**config.mk**
```make
export PLATFORM = sky130hd
export DESIGN_NAME = nonblk_lane_bank_flat
export DESIGN_NICKNAME = d
export VERILOG_FILES = /design/src/rtl/nonblk_lane_bank_if.sv /design/src/rtl/nonblk_lane_bank.sv /design/src/flat_wrapper.sv
export SDC_FILE = /design/constraint.sdc
export NUM_CORES = 1
export LEC_CHECK = 0
export BUFFER_PORTS_ARGS = -buffer_cell sky130_fd_sc_hd__buf_2
export CELL_PAD_IN_SITES_DETAIL_PLACEMENT = 0
export CELL_PAD_IN_SITES_GLOBAL_PLACEMENT = 1
export CORE_MARGIN = 2
export CORE_UTILIZATION = 38
export DETAILED_ROUTE_END_ITERATION = 8
export GPL_ROUTABILITY_DRIVEN = 0
export PLACE_DENSITY_LB_ADDON = 0.1
export RECOVER_POWER = 50
export SYNTH_ARGS = -nofsm -noshare
export SYNTH_HDL_FRONTEND = slang
export SYNTH_SLANG_ARGS = --single-unit
export TNS_END_PERCENT = 50
```
**constraint.sdc**
```tcl
create_clock -name clk -period 3.8 [get_ports clk]
set_clock_uncertainty 0.2 [all_clocks]
set_input_delay 0.19 -clock clk [delete_from_list [all_inputs] [get_ports clk]]
set_output_delay 0.19 -clock clk [all_outputs]
set_load 0.01 [all_outputs]
```
**src/rtl/nonblk_lane_bank_if.sv**
```systemverilog
// nonblk_lane_bank_if
//   Bundles the write ports, the current lane view and the snapshot
//   valid/ready channel of nonblk_lane_bank.
//
//   wr_en      [P]        per-port write enable
//   wr_lane    [P*LW]     per-port target lane (port p: [p*LW +: LW])
//   wr_data    [P*W]      per-port data        (port p: [p*W +: W])
//   snap_ready            consumer accepts the snapshot
//   arr        [N*W]      current lane contents (lane i: [i*W +: W])
//   dirty      [N]        lanes written since last capture
//   snap_valid            snapshot register occupied
//   snap_data  [N*W]      captured lane contents
//   snap_mask  [N]        lanes that were dirty at capture time
//   drop_cnt   [8]        saturating count of out-of-range writes
//
//   master: the side issuing writes and consuming snapshots.
//   slave : the lane bank itself.
interface nonblk_lane_bank_if #(
  parameter int N = 12,
  parameter int W = 8,
  parameter int P = 2
);
  localparam int LW = $clog2(N);

  logic [P-1:0]    wr_en;
  logic [P*LW-1:0] wr_lane;
  logic [P*W-1:0]  wr_data;
  logic            snap_ready;
  logic [N*W-1:0]  arr;
  logic [N-1:0]    dirty;
  logic            snap_valid;
  logic [N*W-1:0]  snap_data;
  logic [N-1:0]    snap_mask;
  logic [7:0]      drop_cnt;

  modport master (
    output wr_en, wr_lane, wr_data, snap_ready,
    input  arr, dirty, snap_valid, snap_data, snap_mask, drop_cnt
  );

  modport slave (
    input  wr_en, wr_lane, wr_data, snap_ready,
    output arr, dirty, snap_valid, snap_data, snap_mask, drop_cnt
  );
endinterface

```
**src/rtl/nonblk_lane_bank.sv**
```systemverilog
// nonblk_lane_bank
//   N lanes of W bits with P independent write ports per cycle. When
//   several ports hit one lane in a cycle, exactly one port's data lands
//   (highest-numbered if LAST_WINS=1, lowest-numbered otherwise). Lanes
//   written since the last capture are tracked in dirty; whenever any lane
//   is dirty and the snapshot register is free (or being drained this
//   cycle) the pre-write lane contents and the dirty mask are captured and
//   offered downstream on a valid/ready channel. Writes to lanes >= N are
//   dropped and counted in a saturating 8-bit counter.
//
//   Ports:
//     clk    rising-edge clock
//     rst_n  synchronous active-low reset (clears lanes, dirty, snapshot,
//            drop counter; wins over any same-cycle handshake)
//     bus    nonblk_lane_bank_if.slave (write ports, lane view, snapshot)
module nonblk_lane_bank #(
  parameter int N         = 12,
  parameter int W         = 8,
  parameter int P         = 2,
  parameter int LAST_WINS = 1
) (
  input  logic                 clk,
  input  logic                 rst_n,
  nonblk_lane_bank_if.slave    bus
);
  localparam int LW = $clog2(N);

  function automatic logic in_range(input logic [LW-1:0] l);
    return int'(l) < N;
  endfunction

  // Scan order for the collision resolver: the last port scanned wins.
  function automatic int port_order(input int k);
    return (LAST_WINS != 0) ? k : (P - 1 - k);
  endfunction

  function automatic logic [7:0] sat_add(input logic [7:0] a,
                                         input logic [3:0] b);
    logic [8:0] s;
    s = {1'b0, a} + {5'b0, b};
    return s[8] ? 8'hFF : s[7:0];
  endfunction

  logic [N*W-1:0] arr_p1;
  logic [N-1:0]   dirty_p1;
  logic           vld_p1;
  logic [N*W-1:0] snap_data_p1;
  logic [N-1:0]   snap_mask_p1;
  logic [7:0]     drop_p1;

  logic [LW-1:0]  wl [P];
  logic [W-1:0]   wd [P];
  logic [P-1:0]   eff;
  logic [3:0]     drop_inc;
  logic [N*W-1:0] arr_nxt;
  logic [N-1:0]   hit;
  logic           capture;

  // ---- stage 0: port decode, collision resolve, capture decision ----
  always_comb begin
    drop_inc = '0;
    for (int p = 0; p < P; p++) begin
      wl[p]    = bus.wr_lane[p*LW +: LW];
      wd[p]    = bus.wr_data[p*W +: W];
      eff[p]   = bus.wr_en[p] & in_range(wl[p]);
      drop_inc = drop_inc + {3'b0, bus.wr_en[p] & ~in_range(wl[p])};
    end
  end

  always_comb begin
    arr_nxt = arr_p1;
    hit     = '0;
    for (int i = 0; i < N; i++) begin
      for (int k = 0; k < P; k++) begin
        if (eff[port_order(k)] && (wl[port_order(k)] == LW'(i))) begin
          arr_nxt[i*W +: W] = wd[port_order(k)];
          hit[i]            = 1'b1;
        end
      end
    end
  end

  // A drain and a fresh capture may coincide, giving one snapshot per cycle.
  assign capture = (|dirty_p1) & (~vld_p1 | bus.snap_ready);

  // ---- stage 1: lane state, dirty tracking, snapshot register ----
  always_ff @(posedge clk) begin
    if (!rst_n) begin
      arr_p1       <= '0;
      dirty_p1     <= '0;
      vld_p1       <= 1'b0;
      snap_data_p1 <= '0;
      snap_mask_p1 <= '0;
      drop_p1      <= '0;
    end else begin
      arr_p1  <= arr_nxt;
      drop_p1 <= sat_add(drop_p1, drop_inc);
      if (capture) begin
        // Snapshot takes the pre-write contents; a lane written in the
        // capture cycle stays dirty so its new value is not lost.
        snap_data_p1 <= arr_p1;
        snap_mask_p1 <= dirty_p1;
        vld_p1       <= 1'b1;
        dirty_p1     <= hit;
      end else begin
        dirty_p1 <= dirty_p1 | hit;
        if (bus.snap_ready) vld_p1 <= 1'b0;
      end
    end
  end

  assign bus.arr        = arr_p1;
  assign bus.dirty      = dirty_p1;
  assign bus.snap_valid = vld_p1;
  assign bus.snap_data  = snap_data_p1;
  assign bus.snap_mask  = snap_mask_p1;
  assign bus.drop_cnt   = drop_p1;
endmodule

```
**src/flat_wrapper.sv**
```systemverilog
// flat-port wrapper written by rule: the top's interface ports become plain ports
module nonblk_lane_bank_flat 
#(
  parameter int N         = 12,
  parameter int W         = 8,
  parameter int P         = 2,
  parameter int LAST_WINS = 1
)
  (clk, rst_n, bus_wr_en, bus_wr_lane, bus_wr_data, bus_snap_ready, bus_arr, bus_dirty, bus_snap_valid, bus_snap_data, bus_snap_mask, bus_drop_cnt);
  nonblk_lane_bank_if #(.N(N), .W(W), .P(P)) bus_i ();
  input  logic clk;
  input  logic rst_n;
  input wire logic [$bits(bus_i.wr_en)-1:0] bus_wr_en;
  input wire logic [$bits(bus_i.wr_lane)-1:0] bus_wr_lane;
  input wire logic [$bits(bus_i.wr_data)-1:0] bus_wr_data;
  input wire logic [$bits(bus_i.snap_ready)-1:0] bus_snap_ready;
  output wire logic [$bits(bus_i.arr)-1:0] bus_arr;
  output wire logic [$bits(bus_i.dirty)-1:0] bus_dirty;
  output wire logic [$bits(bus_i.snap_valid)-1:0] bus_snap_valid;
  output wire logic [$bits(bus_i.snap_data)-1:0] bus_snap_data;
  output wire logic [$bits(bus_i.snap_mask)-1:0] bus_snap_mask;
  output wire logic [$bits(bus_i.drop_cnt)-1:0] bus_drop_cnt;
  assign bus_i.wr_en = bus_wr_en;
  assign bus_i.wr_lane = bus_wr_lane;
  assign bus_i.wr_data = bus_wr_data;
  assign bus_i.snap_ready = bus_snap_ready;
  assign bus_arr = bus_i.arr;
  assign bus_dirty = bus_i.dirty;
  assign bus_snap_valid = bus_i.snap_valid;
  assign bus_snap_data = bus_i.snap_data;
  assign bus_snap_mask = bus_i.snap_mask;
  assign bus_drop_cnt = bus_i.drop_cnt;
  nonblk_lane_bank #(.N(N), .W(W), .P(P), .LAST_WINS(LAST_WINS)) u_core (.clk(clk), .rst_n(rst_n), .bus(bus_i));
endmodule
```
==> flow_summary.ini <==
[status]
status = completed

[detailed_routing]
wl_per_cell_um = 24.0
drt_first_pass_iters = 5
wirelength_um = 52300
vias_per_cell = 6.40
highest_layer = met5
ant_nets = 0
drc_errors = 0
drt_iter0_drc = 1340
met3_length_um = 3520
vias = 13921
wl_met1_um = 24300
wl_met2_um = 23500

[power]
peakVddDrop_uv = 344
power_leakage_nw = 4.72
comb_power_share = 0.132
p_sw_mw = 1.81
p_clk_frac = 0.460
power_frac_seq = 0.408
internal_power_mw = 4.34
cellPowerDensity_nw_per_um2 = 400
total_power_mw = 6.16
switching_share = 0.295

[global_route]
gr-total-overflow = 0
grt_pass1_wl_um = 79300
track_usage = 0.272
antenna_found_initial = 12
grt_max_degree = 145
grt_pass1_vias = 12534

[clock_tree]
path_clk_slew_ns = 0.06
cts_sinks = 225
clock_latency_ns = 0.56
cts-root-buf = clkbuf_16
cts.path.max_buffers = 3
ctsHtreeMaxLevel = 1
tritoncts = yes
numCtsBuffers = 29

[logic_synthesis]
synth_commonest_cells = 225 x dfxtp_1, 190 x clkbuf_1, 116 x nand3_1
synth_nets = 1628
synth.area.top_cells = dfxtp_1 34%, and4b_1 7.3%, a311oi_1 6.3%, o211ai_1 5.4%, clkbuf_1 5.4%
yosys.area.top_type = dfxtp_1
synth_area_um2 = 13300
synth_most_common_cell = dfxtp_1
yosysWarnings = 0
avgSynthCellArea_um2 = 8.33
async_flop_share = 0
synth_flop_cell = dfxtp_1
syn-instance-count = 1595
synth-edff-count = 0
synth_cell_types = 45
yosysSeqAreaShare = 0.339
synth_seq_cells = 225
synth_top_area_share = 0.339

[floorplan]
die_area_um2 = 36500
die_w_um = 191
core_area_um2 = 34500
ios = 254
die_h_um = 191
initial_core_util = 0.386
row_count = 68

[sta]
worst_slew_pin_slew_ns = 1.26
max-slew-margin-rel = 0.161
layout_min_cycle_time_ns = 2.67
hold_viol = 0
clock.fmax_ghz = 0.375
tns_ns = 0
slew_violations = 0
rsz0062_at_grt = no
min_period_over_period = 0.702
setup_viol = 0

[setup_path]
cp.required_ns = 4.05
crit_type = input pin to flop
start_kind = input pin
arrival_ns = 2.92
cp-end-kind = flop
worstRegToRegCells = 4
worstPathMaxFanout = 9

[flow_run]
drv_cap = 0

[layout]
layout.nets = 1724
fillers = 3546
syn_to_final_growth_pct = 15.7
drive_above_1_share = 0.0952
finish.utilization = 0.446

[min_path]
worstHoldPathCells = 3
hold_path_class = input pin to flop

[place]
dpl.hpwl_um = 31900
port_buffers = 253
## worst max-delay path, stage by stage
cell and delay [ns]:
dlygate4sd3_1 0.56, buf_2 0.17, nor3b_2 0.25, dlygate4sd3_1 0.82
nand2_1 0.09, dlygate4sd3_1 0.59, a311oi_1 0.25
## through the flow
step / instance area (um2) / instances / setup WS [ns] / hold WS, ns
floorplan: 13300 / 1595 / 1.31 / 0.237
global placement: 14500 / 2099 / 1.11 / 0.315
detailed placement: 14500 / 2099 / 1.08 / 0.316
CTS: 15600 / 2168 / 1.23 / 0.00755
global route: 15400 / 2175 / 1.09 / 0.0226
finish: 15400 / 2176 / 1.13 / 0.0223
## power groups by stage
| stage | Sequential [mW] | Clock, mW | Combinational, mW |
|---|---|---|---|
| 3_3_place_gp | 2.56 | 0 | 0.806 |
| 5_1_grt | 2.52 | 2.97 | 0.866 |
| 6_report | 2.51 | 2.83 | 0.813 |
| 3_5_place_dp | 2.56 | 0 | 0.804 |
| 4_1_cts | 2.51 | 2.88 | 0.818 |
| 2_1_floorplan | 2.55 | 0 | 0.498 |
## per-layer routing
layer / global-route usage / up-vias
li1: - / 6442
met1: 0.397 / 6863
met2: 0.409 / 536
met3: 0.0525 / 72
met4: 0.0683 / 8
met5: 0 / -
## final cells by class
cell class / instances / area, um2 / share of cell area
Tap cell: 455 / 569 / 0.0370
Clock inverter: 8 / 119 / 0.00773
Multi-Input combinational cell: 1129 / 7840 / 0.510
Inverter: 7 / 27.5 / 0.00179
Antenna cell: 8 / 20.0 / 0.00130
Timing Repair Buffer: 299 / 1440 / 0.0939
Sequential cell: 225 / 4510 / 0.293
Clock buffer: 45 / 856 / 0.0557
## state kept, by name (all words and copies together) (netlist names)
signal and flops:
u_core.bus.snap_mask 12, u_core.bus.arr 96, u_core.bus.snap_data 96, u_core.bus.drop_cnt 8, u_core.bus.dirty 12, u_core.bus.snap_valid 1
## timing repair
action / CTS / global route
setup buffers: 0 / 0
gates resized for setup: 0 / 0
hold endpoints to repair: 53 / 0
hold buffers: 16 / 0
## kinds of logic (layout without fill, tap and decap cells)
group | after synthesis | after routing | share of synthesized area
simple gates | 691 | 691 | 0.319
xor+xnor | 2 | 2 | 0.00132
other cells | 0 | 8 | 0
buf+inv | 241 | 359 | 0.0732
flops | 225 | 225 | 0.339
fa+ha+maj | 4 | 4 | 0.00433
compound gates | 432 | 432 | 0.263
## path summary, 6_finish.rpt
kind                            start                  endpoint  slack (ns)
max                    bus_wr_lane[0]         u_core.bus.arr[5]        1.13
min                   bus_wr_data[13]        u_core.bus.arr[85]        0.02
max reg2reg      u_core.bus.dirty[11]  u_core.bus.snap_data[48]        1.21
min reg2reg  u_core.bus.snap_mask[10]  u_core.bus.snap_mask[10]        0.33
## cell usage in the layout (no fill, tap or decap), types with 40 or more instances in the layout
cell type  netlist  layout
a311oi_1        96      96
a41oi_1         56      56
a41oi_2         40      40
and2_1          97      96
and4b_1         97      97
clkbuf_1       190     233
dfxtp_1        225     224
nand2_1        112     112
nand3_1        116     116
nand4_1         98      98
nor3_1          96      96
o211ai_1        96      96
o21ai_0         99      99
(Power assumes the default switching activity.)
